`src/rtl/audio_energy_multi.sv`:
```
// audio_energy_multi: windowed per-channel energy with shift/gain/saturation, noise gate and loudest-channel index
module audio_energy_multi #(
    parameter int CHANNELS  = 2,
    parameter int DATA_W    = 8,
    parameter int WINDOW    = 800,
    parameter int PRE_SHIFT = 6,
    parameter int ACC_W     = 18,
    parameter int OUT_SHIFT = 2,
    parameter int OUT_W     = 16,
    parameter int GAIN      = 1,
    parameter int THRESHOLD = 6500,
    localparam int LW = CHANNELS > 1 ? $clog2(CHANNELS) : 1,
    localparam int FW = $clog2(WINDOW + 1)
) (
    input  logic                         clock,
    input  logic                         reset,
    input  logic                         ready,
    input  logic [CHANNELS*DATA_W-1:0]   audio_in,
    input  logic                         clear,
    output logic [CHANNELS*OUT_W-1:0]    amplitude,
    output logic [LW-1:0]                loudest,
    output logic [CHANNELS-1:0]          saturated,
    output logic                         done,
    output logic [FW-1:0]                frame_count
);
    localparam int SQ = 2 * (DATA_W + 1);
    localparam int SW = (ACC_W > SQ ? ACC_W : SQ) + 1;
    localparam int PW = (ACC_W > OUT_W ? ACC_W : OUT_W) + 32;
    localparam logic [ACC_W-1:0] AMAX = '1;
    localparam logic [OUT_W-1:0] OMAX = '1;

    logic [DATA_W:0]      mag      [CHANNELS];
    logic [SW-1:0]        sum      [CHANNELS];
    logic [ACC_W-1:0]     acc      [CHANNELS];
    logic [ACC_W-1:0]     next_acc [CHANNELS];
    logic [ACC_W-1:0]     snap     [CHANNELS];
    logic [PW-1:0]        sp       [CHANNELS];
    logic [PW-1:0]        s        [CHANNELS];
    logic [PW-1:0]        prod     [CHANNELS];
    logic [OUT_W-1:0]     g        [CHANNELS];
    logic [OUT_W-1:0]     best;
    logic [CHANNELS-1:0]  acc_sat, next_sat, snap_sat, red_sat;
    logic [CHANNELS*OUT_W-1:0] gated;
    logic [LW-1:0]        max_idx;
    logic                 snap_valid, close;

    assign close = ready && !clear && frame_count == FW'(WINDOW - 1);

    always_comb begin
        for (int k = 0; k < CHANNELS; k++) begin
            mag[k] = audio_in[k*DATA_W+DATA_W-1] ? -{1'b1, audio_in[k*DATA_W +: DATA_W]}
                                                 : {1'b0, audio_in[k*DATA_W +: DATA_W]};
            sum[k] = SW'(acc[k]) + ((SW'(mag[k]) * SW'(mag[k])) >> PRE_SHIFT);
            next_sat[k] = acc_sat[k] | (sum[k] > SW'(AMAX));
            next_acc[k] = sum[k] > SW'(AMAX) ? AMAX : sum[k][ACC_W-1:0];
        end
    end

    // REDUCE: shift, clip, gain, clip, gate; loudest uses pre-gate values, ties to lowest index
    always_comb begin
        best = '0;
        max_idx = '0;
        for (int k = 0; k < CHANNELS; k++) begin
            sp[k] = PW'(snap[k] >> OUT_SHIFT);
            s[k] = sp[k] > PW'(OMAX) ? PW'(OMAX) : sp[k];
            prod[k] = s[k] * PW'(GAIN);
            g[k] = prod[k] > PW'(OMAX) ? OMAX : prod[k][OUT_W-1:0];
            red_sat[k] = snap_sat[k] | (sp[k] > PW'(OMAX)) | (prod[k] > PW'(OMAX));
            gated[k*OUT_W +: OUT_W] = PW'(g[k]) > PW'(THRESHOLD) ? g[k] : '0;
            max_idx = (k == 0 || g[k] > best) ? LW'(k) : max_idx;
            best = (k == 0 || g[k] > best) ? g[k] : best;
        end
    end

    always_ff @(posedge clock or posedge reset) begin
        if (reset) begin
            acc         <= '{default: '0};
            snap        <= '{default: '0};
            acc_sat     <= '0;
            snap_sat    <= '0;
            snap_valid  <= 1'b0;
            frame_count <= '0;
            amplitude   <= '0;
            loudest     <= '0;
            saturated   <= '0;
            done        <= 1'b0;
        end else begin
            snap_valid <= close;
            done       <= snap_valid;
            if (snap_valid) begin
                amplitude <= gated;
                loudest   <= max_idx;
                saturated <= red_sat;
            end
            if (close) begin
                snap     <= next_acc;
                snap_sat <= next_sat;
            end
            if (clear || close) begin
                acc         <= '{default: '0};
                acc_sat     <= '0;
                frame_count <= '0;
            end else if (ready) begin
                acc         <= next_acc;
                acc_sat     <= next_sat;
                frame_count <= frame_count + 1'b1;
            end
        end
    end
endmodule

```
`config.mk`:
```
export PLATFORM = sky130hd
export DESIGN_NAME = audio_energy_multi
export DESIGN_NICKNAME = d
export VERILOG_FILES = /design/src/rtl/audio_energy_multi.sv
export SDC_FILE = /design/constraint.sdc
export NUM_CORES = 1
export LEC_CHECK = 0
export CORE_MARGIN = 2
export CORE_UTILIZATION = 31
export CTS_BUF_LIST = sky130_fd_sc_hd__clkbuf_4
export CTS_CLUSTER_SIZE = 24
export DETAILED_ROUTE_END_ITERATION = 10
export PLACE_DENSITY = 0.54
export SLEW_MARGIN = 40
export SYNTH_ARGS = -nofsm -noshare
export SYNTH_HDL_FRONTEND = slang
export SYNTH_SLANG_ARGS = --single-unit
```
`constraint.sdc`:
```
create_clock -name clock -period 4.9 [get_ports clock]
set_clock_uncertainty 0.05 [all_clocks]
set_input_delay 0.49 -clock clock [delete_from_list [all_inputs] [get_ports clock]]
set_output_delay 0.49 -clock clock [all_outputs]
set_load 0.05 [all_outputs]
```
# == Yosys cells after proc, flatten, opt, wreduce, memory -nomap -nowiden ==
# Cells that the tools add are included.
# op_classes
n_addsub,5
n_mul,2
magnitude_cmp,9
eq_ne,1
mux,17
bitwise_logic,6
n_reduce_logical,5
# op_table
op,n
$mux W16,6
$mux W36,2
$gt A16 B16 Y1 const B,4
$add A18 B12 Y19,2
$gt A19 B18 Y1 const B,2
$mul A9 B9 Y18,2
$mux W18,2
$gt A16 B13 Y1 const B,2
$mux W10,2
$mux W9,2
$neg A9 Y9,2
$gt A16 B16 Y1,1
$add A10 B1 Y10 const B,1
$eq A10 B10 Y1 const B,1
$or A1 B1 Y1,6
$mux W2,2
$logic_and A1 B1 Y1,2
$reduce_bool A2 Y1,1
$logic_not A1 Y1,1
$logic_or A1 B1 Y1,1
$mux W1,1
# totals
register_bits,123
input_bits,20
out_inout_bits,46
wordCells,57

# == Longest topological paths before layout ==
# logic_depth
word_depth,8
depth_mapped,31
ltp_nobuf,31

# == Worst setup path after synthesis ==
# OpenSTA, ideal clock, no wires.
# synth_path
path_type,input port to flip-flop
from,input port audio_in[2]
to,register snap[33] (netlist bit)
setup_time_ps,132
arrival_time_ps,6953
slack_ps,-2235
path_stages,25
path_buffers,1
path_cell_list,or3_1 or3_1 or4b_4 nand2b_1 fa_1 inv_1 fa_1 fa_1 inv_1 fa_1 inv_1 ha_1 a21o_1 a21o_1 nor3_1 a21oi_1 xor2_1 ha_1 a21o_1 a21o_1 a211oi_2 a211oi_2 buf_2 nor3b_1 o22ai_1
# synth_between
elab_chain_len,6
# synth_lines
element,line,source
"start, declared",18,"input logic [CHANNELS*DATA_W-1:0] audio_in,"
$neg A9 Y9,51,"mag[k] = audio_in[k*DATA_W+DATA_W-1] ? -{1'b1, audio_in[k*DATA_W +: DATA_W]}"
$mux W9 (*),51,
$mul A9 B9 Y18 (*),53,sum[k] = SW'(acc[k]) + ((SW'(mag[k]) * SW'(mag[k])) >> PRE_SHIFT);
$add A18 B12 Y19 (*),53,
$gt A19 B18 Y1,55,next_acc[k] = sum[k] > SW'(AMAX) ? AMAX : sum[k][ACC_W-1:0];
$mux W18 (*),55,
"end signal, assigned",96,snap <= next_acc;
"end, declared",36,logic [ACC_W-1:0] snap [CHANNELS];
# Mark *: on every way between the ends. The rest lies on a longest branch, timed or not.
# A chain may end at the register's enable or synchronous reset.

# == Final worst setup path ==
# layout_path
from,input port audio_in[10]
to,register snap[13] (netlist bit)
# The elaborated chain is that of the path after synthesis.

==> results.md <==
* Post-Synthesis Cell Area at 10460 um2
* Reg clk slew, reported paths at 0.13 ns
* Area Growth Syn to Fin at 43.35%
* Grt total ovfl at 0
* Endpoints failing setup at 72
* Die ar. at 35220 um2
* MaxCap Viol Count at 0
* Synthesized area per cell at 8.729 um2
* Vias in the first global route at 9084
* Core area at 33360 um2
* Delay-heaviest family, CP: adder cells
* Fin worst setup slack at -1.694 ns
* Sink Count at 119
* Slew Limit Fails at 0
* DIE HEIGHT at 187.7 um
* CP Launch Type: input port
* Failing checks: negative setup slack
* Worst EP arrival at 6.97 ns
* Final #Nets at 1719
* Yosys cell types at 64
* DR iter-0 viols at 346
* Async SR Flop Fraction at 100.0%
* Post-route ant nets at 0
* EDFF count, synth at 0
* CP Buf/Inv Count at 6
* Initial Util at 31.34%
* Share of cells above drive strength 1 at 31.23%
* Antenna violations before repair at 2
* Final period utilization at 134.6%
* Vias per cell at 4.595
* Cell count after synthesis at 1198
* Status: complete, but fails checks
* CP most frequent cell: fa_1
* Final worst path period need at 6.594 ns
* Row Count at 67
* First-pass GRT wire length at 42.81 mm
* H-tree level count at 4
* Fmax at 0.1517 GHz
* Leading cell type in the layout, fill and taps excluded: buf_4
* TritonCTS Buffers at 17
* Met3 GRT Util at 2.134%
* CTS max path bufs at 2
* Nature of the critical path endpoint: flip-flop
* Slew Limit Headroom at 45.93%
* DRC violations left at 0
* Final-report hold violation count at 0
* Input/output buffers at 65
* RSZ-0062 raised after global routing: yes
* CP Depth at 30
* Crit-path max FO at 5
* Critical path class: input port to flip-flop
* Busiest layer in global routing: met2
* Placement Setup Slack at -2.788 ns
* Tightest Pin Transition at 0.8111 ns
* Max incr delay on CP at 0.53 ns
* Via count at 9131
* CTS tree: yes
* Clk root buf: clkbuf_4
* Cts hold-fix bufs at 0
* TritonRoute pass-1 iters at 4
* Post-synthesis sequential area ratio at 28.48%
* Synth warn at 0
* Chip width at 187.7 um
* Worst EP required at 5.27 ns
* Met2 Usage GRT at 24.62%
* Synth Flop Type: dfrtp_1
* Worst Hold Class: input port to asynchronous set/reset pin
* Largest net degree at the start of global routing at 68
* FF-to-FF path depth at 8
* DPL Wire Length at 19.32 mm
* # IOs at 66
* Routed WL at 25.21 mm
* Slowest stage cell, crit path: or4b_4
* Worst-Skew Late Latency at 0.55 ns
* Commonest cells after routing, fill and taps aside: buf_4 (206), inv_1 (179), dfrtp_1 (119)
* Final RePlAce weighted congestion at 0.8033
* Total track usage at 14.47%
* Met1 GRT Util at 19.51%
* Routed wire per std cell at 12.69 um
* Yosys reg bits at 119
kinds of logic after synthesis:
logic type,share of synthesized area (%)
AND/OR/NAND/NOR,13.42
buffers and inverters,8.279
XOR/XNOR,5.946
adder cells (fa/ha/maj),25.68
other,0.07181
multiplexers,1.149
AO/OA/AOI/OAI,16.98
flip-flops,28.48
metrics by stage:
| stage | instances | hold slack (ns) | area, um2 | util (%) | setup TNS (ns) |
|---|---|---|---|---|---|
| floorplan | 1230 | 0.3402 | 10880 | - | -126.16 |
| global placement | 1913 | 0.3947 | 13490 | 40.43 | -185.99 |
| detailed placement | 1914 | 0.4030 | 13510 | 40.50 | -185.31 |
| CTS | 1970 | 0.3664 | 14500 | 43.45 | -107.62 |
| global route | 1987 | 0.3240 | 14990 | 44.93 | -124.31 |
| finish | 1987 | 0.3045 | 14990 | 44.93 | -109.14 |
cell usage after synthesis (all sizes together) (2+ instances only):
library cell	number	area, um2
o21a	5	37.54
nand3	13	65.06
nor2	112	437.9
o221ai	2	17.52
xnor2	40	350.3
buf	6	28.77
a21o	15	112.6
xor2	31	271.5
mux2	8	90.09
and2	9	56.31
mux2i	3	30.03
or4b	2	27.53
conb	2	7.510
nand2	80	300.3
o21bai	5	37.54
dfrtp	119	2978
a211oi	8	75.08
or2	4	25.02
a41oi	2	17.52
o21ai	98	490.5
nor2b	9	56.30
and3	7	43.79
a41o	3	30.03
a21boi	4	30.03
clkbuf	28	105.1
o41ai	4	35.03
fa	66	1321
nand2b	15	101.3
a311oi	7	61.31
nor3b	3	22.52
o2bb2ai	3	26.28
nor3	12	60.06
and4b	3	30.03
o211ai	2	15.01
inv	195	731.9
o31ai	7	52.55
or3	9	56.30
o22ai	33	206.5
a21oi	80	404.1
a31oi	10	62.56
ha	109	1364
nand4	13	81.33
sequential cells by signal, summed over array words and instances (netlist names):
signal,count
amplitude,32
saturated,2
acc_sat,2
acc,36
frame_count,10
snap_valid,1
snap,32
done,1
snap_sat,2
loudest,1
routing by layer:
layer	routed length, um	up-vias
li1	-	4649
met1	11920	4352
met2	12300	108
met3	679	22
met4	308	0
met5	0	-
worst reg2reg max path, delay by kind of cell, from the launching register on:
kind / cells / cell delay, ns
DFF: 1 / 0.45
and+or+nand+nor: 4 / 1.04
adders and majority gates: 1 / 0.22
AOI/OAI and AO/OA: 1 / 0.06
buffers and inverters: 2 / 0.95
worst paths after layout:
kind / start / to / slack [ns]
hold / removal: reset / done / 0.30
setup / recovery: audio_in[10] / snap[13] / -1.69
hold reg to reg: snap_sat[1] / snap_sat[1] / 0.44
max in group asynchronous: reset / acc[34] / 3.62
min in group clock: snap_sat[1] / snap_sat[1] / 0.44
setup reg to reg: frame_count[0] / snap[30] / 2.00
area by class of cell:
cell class                      count  area (um2)
Sequential cell                   119        2978
Timing Repair Buffer              309        2619
Inverter                          195       737.0
Multi-Input combinational cell    882        7846
Fill cell                        3319       18370
Antenna cell                        2       5.005
Tap cell                          448       560.5
Clock buffer                       17       127.6
Clock inverter                     15       117.6
repair_timing:
item,CTS,global route
endpoints found under the setup margin,72,72
resized for setup,178,78
setup buffers,27,18
cloned,2,0
pin swaps,85,61
Power is left out: the tool's default activity adds up to more than one toggle a clock period on the data nets, which glitch-free logic cannot reach.
